===== src/rtl/fetch_if.sv =====
// Fetch-stage bus: icache request/response, hazard and redirect inputs, and the IF/ID register outputs.
interface fetch_if;
  logic        ihit;
  logic [31:0] iload;
  logic        imemREN;
  logic [31:0] imemaddr;
  logic        stall;
  logic        flush;
  logic [1:0]  pc_src;
  logic [31:0] branch_addr;
  logic [31:0] jump_addr;
  logic [31:0] ifid_instr;
  logic [31:0] ifid_npc;
  logic        ifid_valid;
  logic        halted;

  modport master (
    input  ihit, iload, stall, flush, pc_src, branch_addr, jump_addr,
    output imemREN, imemaddr, ifid_instr, ifid_npc, ifid_valid, halted
  );
  modport slave (
    output ihit, iload, stall, flush, pc_src, branch_addr, jump_addr,
    input  imemREN, imemaddr, ifid_instr, ifid_npc, ifid_valid, halted
  );
endinterface


===== src/rtl/fetch_stage.sv =====
// Instruction fetch stage with IF/ID register, redirect, stall/flush and HALT parking.
// FETCH_SKID_EN: keep fetching while stalled until a 1-entry skid holds a word.
module fetch_stage #(
  parameter logic [31:0] PC_RESET = 32'h0000_0000,
  parameter logic [5:0]  HALT_OP  = 6'b111111
) (
  input  logic     CLK,
  input  logic     nRST,
  fetch_if.master  bus
);
  typedef enum logic [1:0] {FETCH, WAIT_STALL, HALTED} state_t;

  state_t      state;
  logic [31:0] pc;
  logic [31:0] held_instr;
  logic        held_vld;
  logic        redirect;
  logic        halt_pend;
  logic [31:0] next_pc;
  logic [31:0] pc_plus4;

  assign pc_plus4  = pc + 32'd4;
  assign redirect  = (bus.pc_src == 2'd1) || (bus.pc_src == 2'd2);
  assign next_pc   = (bus.pc_src == 2'd1) ? bus.branch_addr :
                     (bus.pc_src == 2'd2) ? bus.jump_addr   : pc_plus4;
  // A HALT sitting in IF/ID freezes fetch for one cycle so a flush can still cancel it.
  assign halt_pend = (state != HALTED) && bus.ifid_valid &&
                     (bus.ifid_instr[31:26] == HALT_OP);

  assign bus.imemaddr = pc;
  assign bus.imemREN  = nRST && (state == FETCH) && !held_vld && !halt_pend;

  always_ff @(posedge CLK) begin
    if (!nRST) begin
      state          <= FETCH;
      pc             <= PC_RESET;
      held_instr     <= '0;
      held_vld       <= 1'b0;
      bus.ifid_instr <= '0;
      bus.ifid_npc   <= '0;
      bus.ifid_valid <= 1'b0;
      bus.halted     <= 1'b0;
    end else begin
      case (state)
        FETCH, WAIT_STALL: begin
          if (bus.flush) begin
            // Squash IF/ID and any held word; pc stays put so the word is refetched.
            bus.ifid_valid <= 1'b0;
            bus.ifid_instr <= '0;
            held_vld       <= 1'b0;
            state          <= FETCH;
            if (redirect) pc <= next_pc;
          end else if (halt_pend) begin
            state      <= HALTED;
            bus.halted <= 1'b1;
          end else if (redirect) begin
            pc       <= next_pc;
            held_vld <= 1'b0;
            state    <= FETCH;
          end else if (held_vld) begin
            if (!bus.stall) begin
              bus.ifid_instr <= held_instr;
              bus.ifid_npc   <= pc_plus4;
              bus.ifid_valid <= 1'b1;
              held_vld       <= 1'b0;
              state          <= FETCH;
              if (held_instr[31:26] != HALT_OP) pc <= pc_plus4;
            end
          end else if ((state == FETCH) && bus.ihit) begin
            if (bus.stall) begin
              held_instr <= bus.iload;
              held_vld   <= 1'b1;
`ifdef FETCH_SKID_EN
              state      <= FETCH;
`else
              state      <= WAIT_STALL;
`endif
            end else begin
              bus.ifid_instr <= bus.iload;
              bus.ifid_npc   <= pc_plus4;
              bus.ifid_valid <= 1'b1;
              if (bus.iload[31:26] != HALT_OP) pc <= pc_plus4;
            end
          end
        end
        default: state <= HALTED;
      endcase
    end
  end
endmodule


===== src/flat_wrapper.sv =====
// flat-port wrapper written by rule: the top's interface ports become plain ports
module fetch_stage_flat 
#(
  parameter logic [31:0] PC_RESET = 32'h0000_0000,
  parameter logic [5:0]  HALT_OP  = 6'b111111
)
  (CLK, nRST, bus_ihit, bus_iload, bus_stall, bus_flush, bus_pc_src, bus_branch_addr, bus_jump_addr, bus_imemREN, bus_imemaddr, bus_ifid_instr, bus_ifid_npc, bus_ifid_valid, bus_halted);
  fetch_if bus_i ();
  input  logic CLK;
  input  logic nRST;
  input wire logic [$bits(bus_i.ihit)-1:0] bus_ihit;
  input wire logic [$bits(bus_i.iload)-1:0] bus_iload;
  input wire logic [$bits(bus_i.stall)-1:0] bus_stall;
  input wire logic [$bits(bus_i.flush)-1:0] bus_flush;
  input wire logic [$bits(bus_i.pc_src)-1:0] bus_pc_src;
  input wire logic [$bits(bus_i.branch_addr)-1:0] bus_branch_addr;
  input wire logic [$bits(bus_i.jump_addr)-1:0] bus_jump_addr;
  output wire logic [$bits(bus_i.imemREN)-1:0] bus_imemREN;
  output wire logic [$bits(bus_i.imemaddr)-1:0] bus_imemaddr;
  output wire logic [$bits(bus_i.ifid_instr)-1:0] bus_ifid_instr;
  output wire logic [$bits(bus_i.ifid_npc)-1:0] bus_ifid_npc;
  output wire logic [$bits(bus_i.ifid_valid)-1:0] bus_ifid_valid;
  output wire logic [$bits(bus_i.halted)-1:0] bus_halted;
  assign bus_i.ihit = bus_ihit;
  assign bus_i.iload = bus_iload;
  assign bus_i.stall = bus_stall;
  assign bus_i.flush = bus_flush;
  assign bus_i.pc_src = bus_pc_src;
  assign bus_i.branch_addr = bus_branch_addr;
  assign bus_i.jump_addr = bus_jump_addr;
  assign bus_imemREN = bus_i.imemREN;
  assign bus_imemaddr = bus_i.imemaddr;
  assign bus_ifid_instr = bus_i.ifid_instr;
  assign bus_ifid_npc = bus_i.ifid_npc;
  assign bus_ifid_valid = bus_i.ifid_valid;
  assign bus_halted = bus_i.halted;
  fetch_stage #(.PC_RESET(PC_RESET), .HALT_OP(HALT_OP)) u_core (.CLK(CLK), .nRST(nRST), .bus(bus_i));
endmodule

===== config.mk =====
export PLATFORM = sky130hd
export DESIGN_NAME = fetch_stage_flat
export DESIGN_NICKNAME = d
export VERILOG_FILES = /design/src/rtl/fetch_if.sv /design/src/rtl/fetch_stage.sv /design/src/flat_wrapper.sv
export SDC_FILE = /design/constraint.sdc
export NUM_CORES = 1
export LEC_CHECK = 0
export ABC_AREA = 1
export CORE_ASPECT_RATIO = 0.5
export CORE_UTILIZATION = 30
export DETAILED_ROUTE_END_ITERATION = 8
export SLEW_MARGIN = 25
export SYNTH_ARGS = -nofsm -noshare
export SYNTH_HDL_FRONTEND = slang
export SYNTH_SLANG_ARGS = --single-unit

===== constraint.sdc =====
create_clock -name CLK -period 2.08 [get_ports CLK]
set_clock_uncertainty 0.1 [all_clocks]
set_input_delay 0.52 -clock CLK [delete_from_list [all_inputs] [get_ports CLK]]
set_output_delay 0.52 -clock CLK [all_outputs]
set_load 0.01 [all_outputs]

==> summary.txt <==
status -> completed
post-layout min period -> 2040 ps
period utilization -> 0.978
drt total wl -> 26400 um
Worst path depth -> 1
Yosys top cell area share -> 0.365
max frequency -> 491 MHz
R2R Path Start -> u_core.bus.imemaddr[3]
Critical Path RT -> 1460 ps
routability cong. -> 0.936
WL per Instance -> 15.9 um
Seq. cell area -> 0.00269 mm^2
Fillers -> 2355
DR DRC count -> 0
leakage power -> 4.43 nW
top cells by area, synth -> dfxtp_1 (37%), nand2_1 (12%), o21ai_0 (8.9%)
DR vias/cell -> 4.90
setup ws final -> 44.8 ps
CTS HTree Levels -> 4
endpoints failing setup -> 0
Critical Path End Type -> output pin
share of layout cells above drive strength 1 -> 0.161
CP Max Fanout -> 5
Die Span Y -> 112 um
count leader, synth -> nand2_1
die footprint -> 0.0250 mm^2
Area after DPL -> 0.0101 mm^2
Crit path arrival time -> 1420 ps
HP Class -> in2reg
Initial Util -> 0.313
Max Cap Viol -> 0
unrepaired setup endpoints after global routing -> no
Hold WS -> 344 ps
worst r2r dst -> u_core.bus.imemaddr[22]
number of synthesized register bits -> 133
FFs w/ async S/R, synth -> 0
GRT Total Usage -> 0.210
Post-Syn Area -> 0.00729 mm^2
Max VDD drop -> 447 uV
CP startpoint kind -> flop
CORE AREA -> 0.0233 mm^2
Mapped Cells -> 1103
CTS clk-pin slew, worst paths -> 70 ps
Post-synth EDFFs -> 0
register area share after synthesis -> 0.365
Critical Path Max Stage Delay -> 580 ps
cell taking the most area after synthesis -> dfxtp_1
Ports -> 202
Synth top cells by count -> nand2_1 (234), nor2_1 (169), dfxtp_1 (133)
number of I/O port buffers -> 201
# hold bufs at CTS -> 0
CTS Buf Count -> 17
worst-path cell chain -> clkdlybuf4s50_1
r2r worst-path depth -> 11
WHS Path Cells -> 3
DRT iter0 DRCs -> 474
syn nets -> 1209
initial antenna violation count -> 0
relative slew slack -> 0.670
CTS tree -> built
Final Hold Vio Count -> 0
reg-to-reg slack, setup -> 160 ps
final slew viol count -> 0
PwrDens -> 696 mW/mm^2
Sink Count -> 133
post-route ant nets -> 0
Crit path max-delay family -> buffers and inverters
Core Rows -> 39
worst path buffer plus inverter count -> 1
crit path kind -> reg2out
dpl hpwl -> 18900 um
fin nets -> 1446
die width -> 223 um
Bufs on Longest Clock Path -> 2
vias in the first global route -> 7861
area grow syn2layout -> 49.2%
worst slack at placement -> -595 ps
first-pass GRT wire length -> 41400 um
first drt pass iteration count -> 5
design area -> 0.0109 mm^2
Vias -> 8132
multi-input logic area -> 0.00404 mm^2
Clk Latency, worst-skew pair -> 440 ps
Hold Path End -> u_core.bus.halted
Ant. Diodes -> 0
critical path's slowest cell -> clkdlybuf4s50_1
largest net degree at the start of global routing -> 47
hold_sp -> nRST
GRT overflow -> 0
Syn Area/Cell -> 6.61 um^2
Final Power -> 0.00757 W
measured slew at the worst slew-check pin -> 492 ps
prevailing post-synth register cell -> dfxtp_1
Yosys warnings -> 0
Synth cell types -> 39
Root Buffer -> clkbuf_16
## kinds of logic (layout without fill, tap and decap cells)
group                    after synthesis  after routing  synth area share
buffers and inverters                138            388            0.0854
AND/OR/NAND/NOR                      538            538             0.325
AO/OA/AOI/OAI                        283            283             0.210
flip-flops                           133            133             0.365
adder cells (fa/ha/maj)                3              3           0.00515
XOR/XNOR                               8              8           0.00961
## cells in the final DEF, fill, tap and decap left out, types with 4 or more instances in the layout
cell             instances
inv_1                   62
nand3_1                 56
clkdlybuf4s50_1        187
nand2_1                234
o21ai_0                130
o211ai_1                31
or2_2                   31
buf_12                  18
a31oi_1                  9
dlymetal6s2s_1           4
a21oi_1                 90
xor2_1                   4
nor2_2                  17
nand2_2                  4
dfxtp_1                108
nand3b_1                 4
clkbuf_16               17
nor2_1                 165
nand4_1                  6
and2_1                   5
dfxtp_2                 25
dlygate4sd2_1            8
buf_4                   60
o21ai_1                 18
inv_2                    8
## worst max path at each step
stage                                          from                 endpoint  slack [ps]
final                        u_core.bus.imemaddr[7]          bus_imemaddr[7]          40
after floorplan                       bus_pc_src[0]  u_core.bus.imemaddr[12]          80
after global routing         u_core.bus.imemaddr[7]          bus_imemaddr[7]         0.4
after CTS                 u_core.bus.ifid_instr[29]              bus_imemREN         -80
after global placement                bus_pc_src[0]   u_core.bus.imemaddr[4]        -590
after detailed placement              bus_pc_src[0]   u_core.bus.imemaddr[4]        -600
## per-layer routing
layer	part of all wire	vias up	track usage
met2	0.48	209	0.358
li1	-	4114	-
met3	0.052	30	0.0440
met4	0.013	0	0.0634
met5	0	-	0
met1	0.45	3779	0.268
## power by group
part,switching [W],internal [W]
clock network,0.00126,0.00176
registers,0.000181,0.00272
logic,0.000850,0.000807
total,0.00229,0.00528
## metrics by stage
step,cells,util,setup TNS (ps)
detailed placement,1616,0.431,-67120
floorplan,1103,-,0
finish,1660,0.467,0
global route,1660,0.467,0
CTS,1655,0.464,-75.9
global placement,1616,0.431,-64950
## registers in the layout, indices dropped and copies added, names as in the netlist
signal and cells:
u_core.bus.ifid_npc 32, u_core.bus.imemaddr 32, u_core.held_vld 1, u_core.bus.ifid_valid 1
u_core.bus.ifid_instr 32, u_core.state 2, u_core.held_instr 32, u_core.bus.halted 1
## timing repair
item / in CTS / in global routing
cloned: 3 / 0
pin swaps: 2 / 5
resized for setup: 33 / 19
setup endpoints to repair: 142 / 20
setup buffers: 4 / 5
## layout make-up
type,count,area share
inverters,71,0.0245
multi-input cells,832,0.371
well taps,307,0.0353
flip-flops and latches,133,0.247
clock buffers,20,0.0429
clock inverters,12,0.0109
repair buffers,285,0.268
Note: power is estimated with default switching activity, not from simulation.
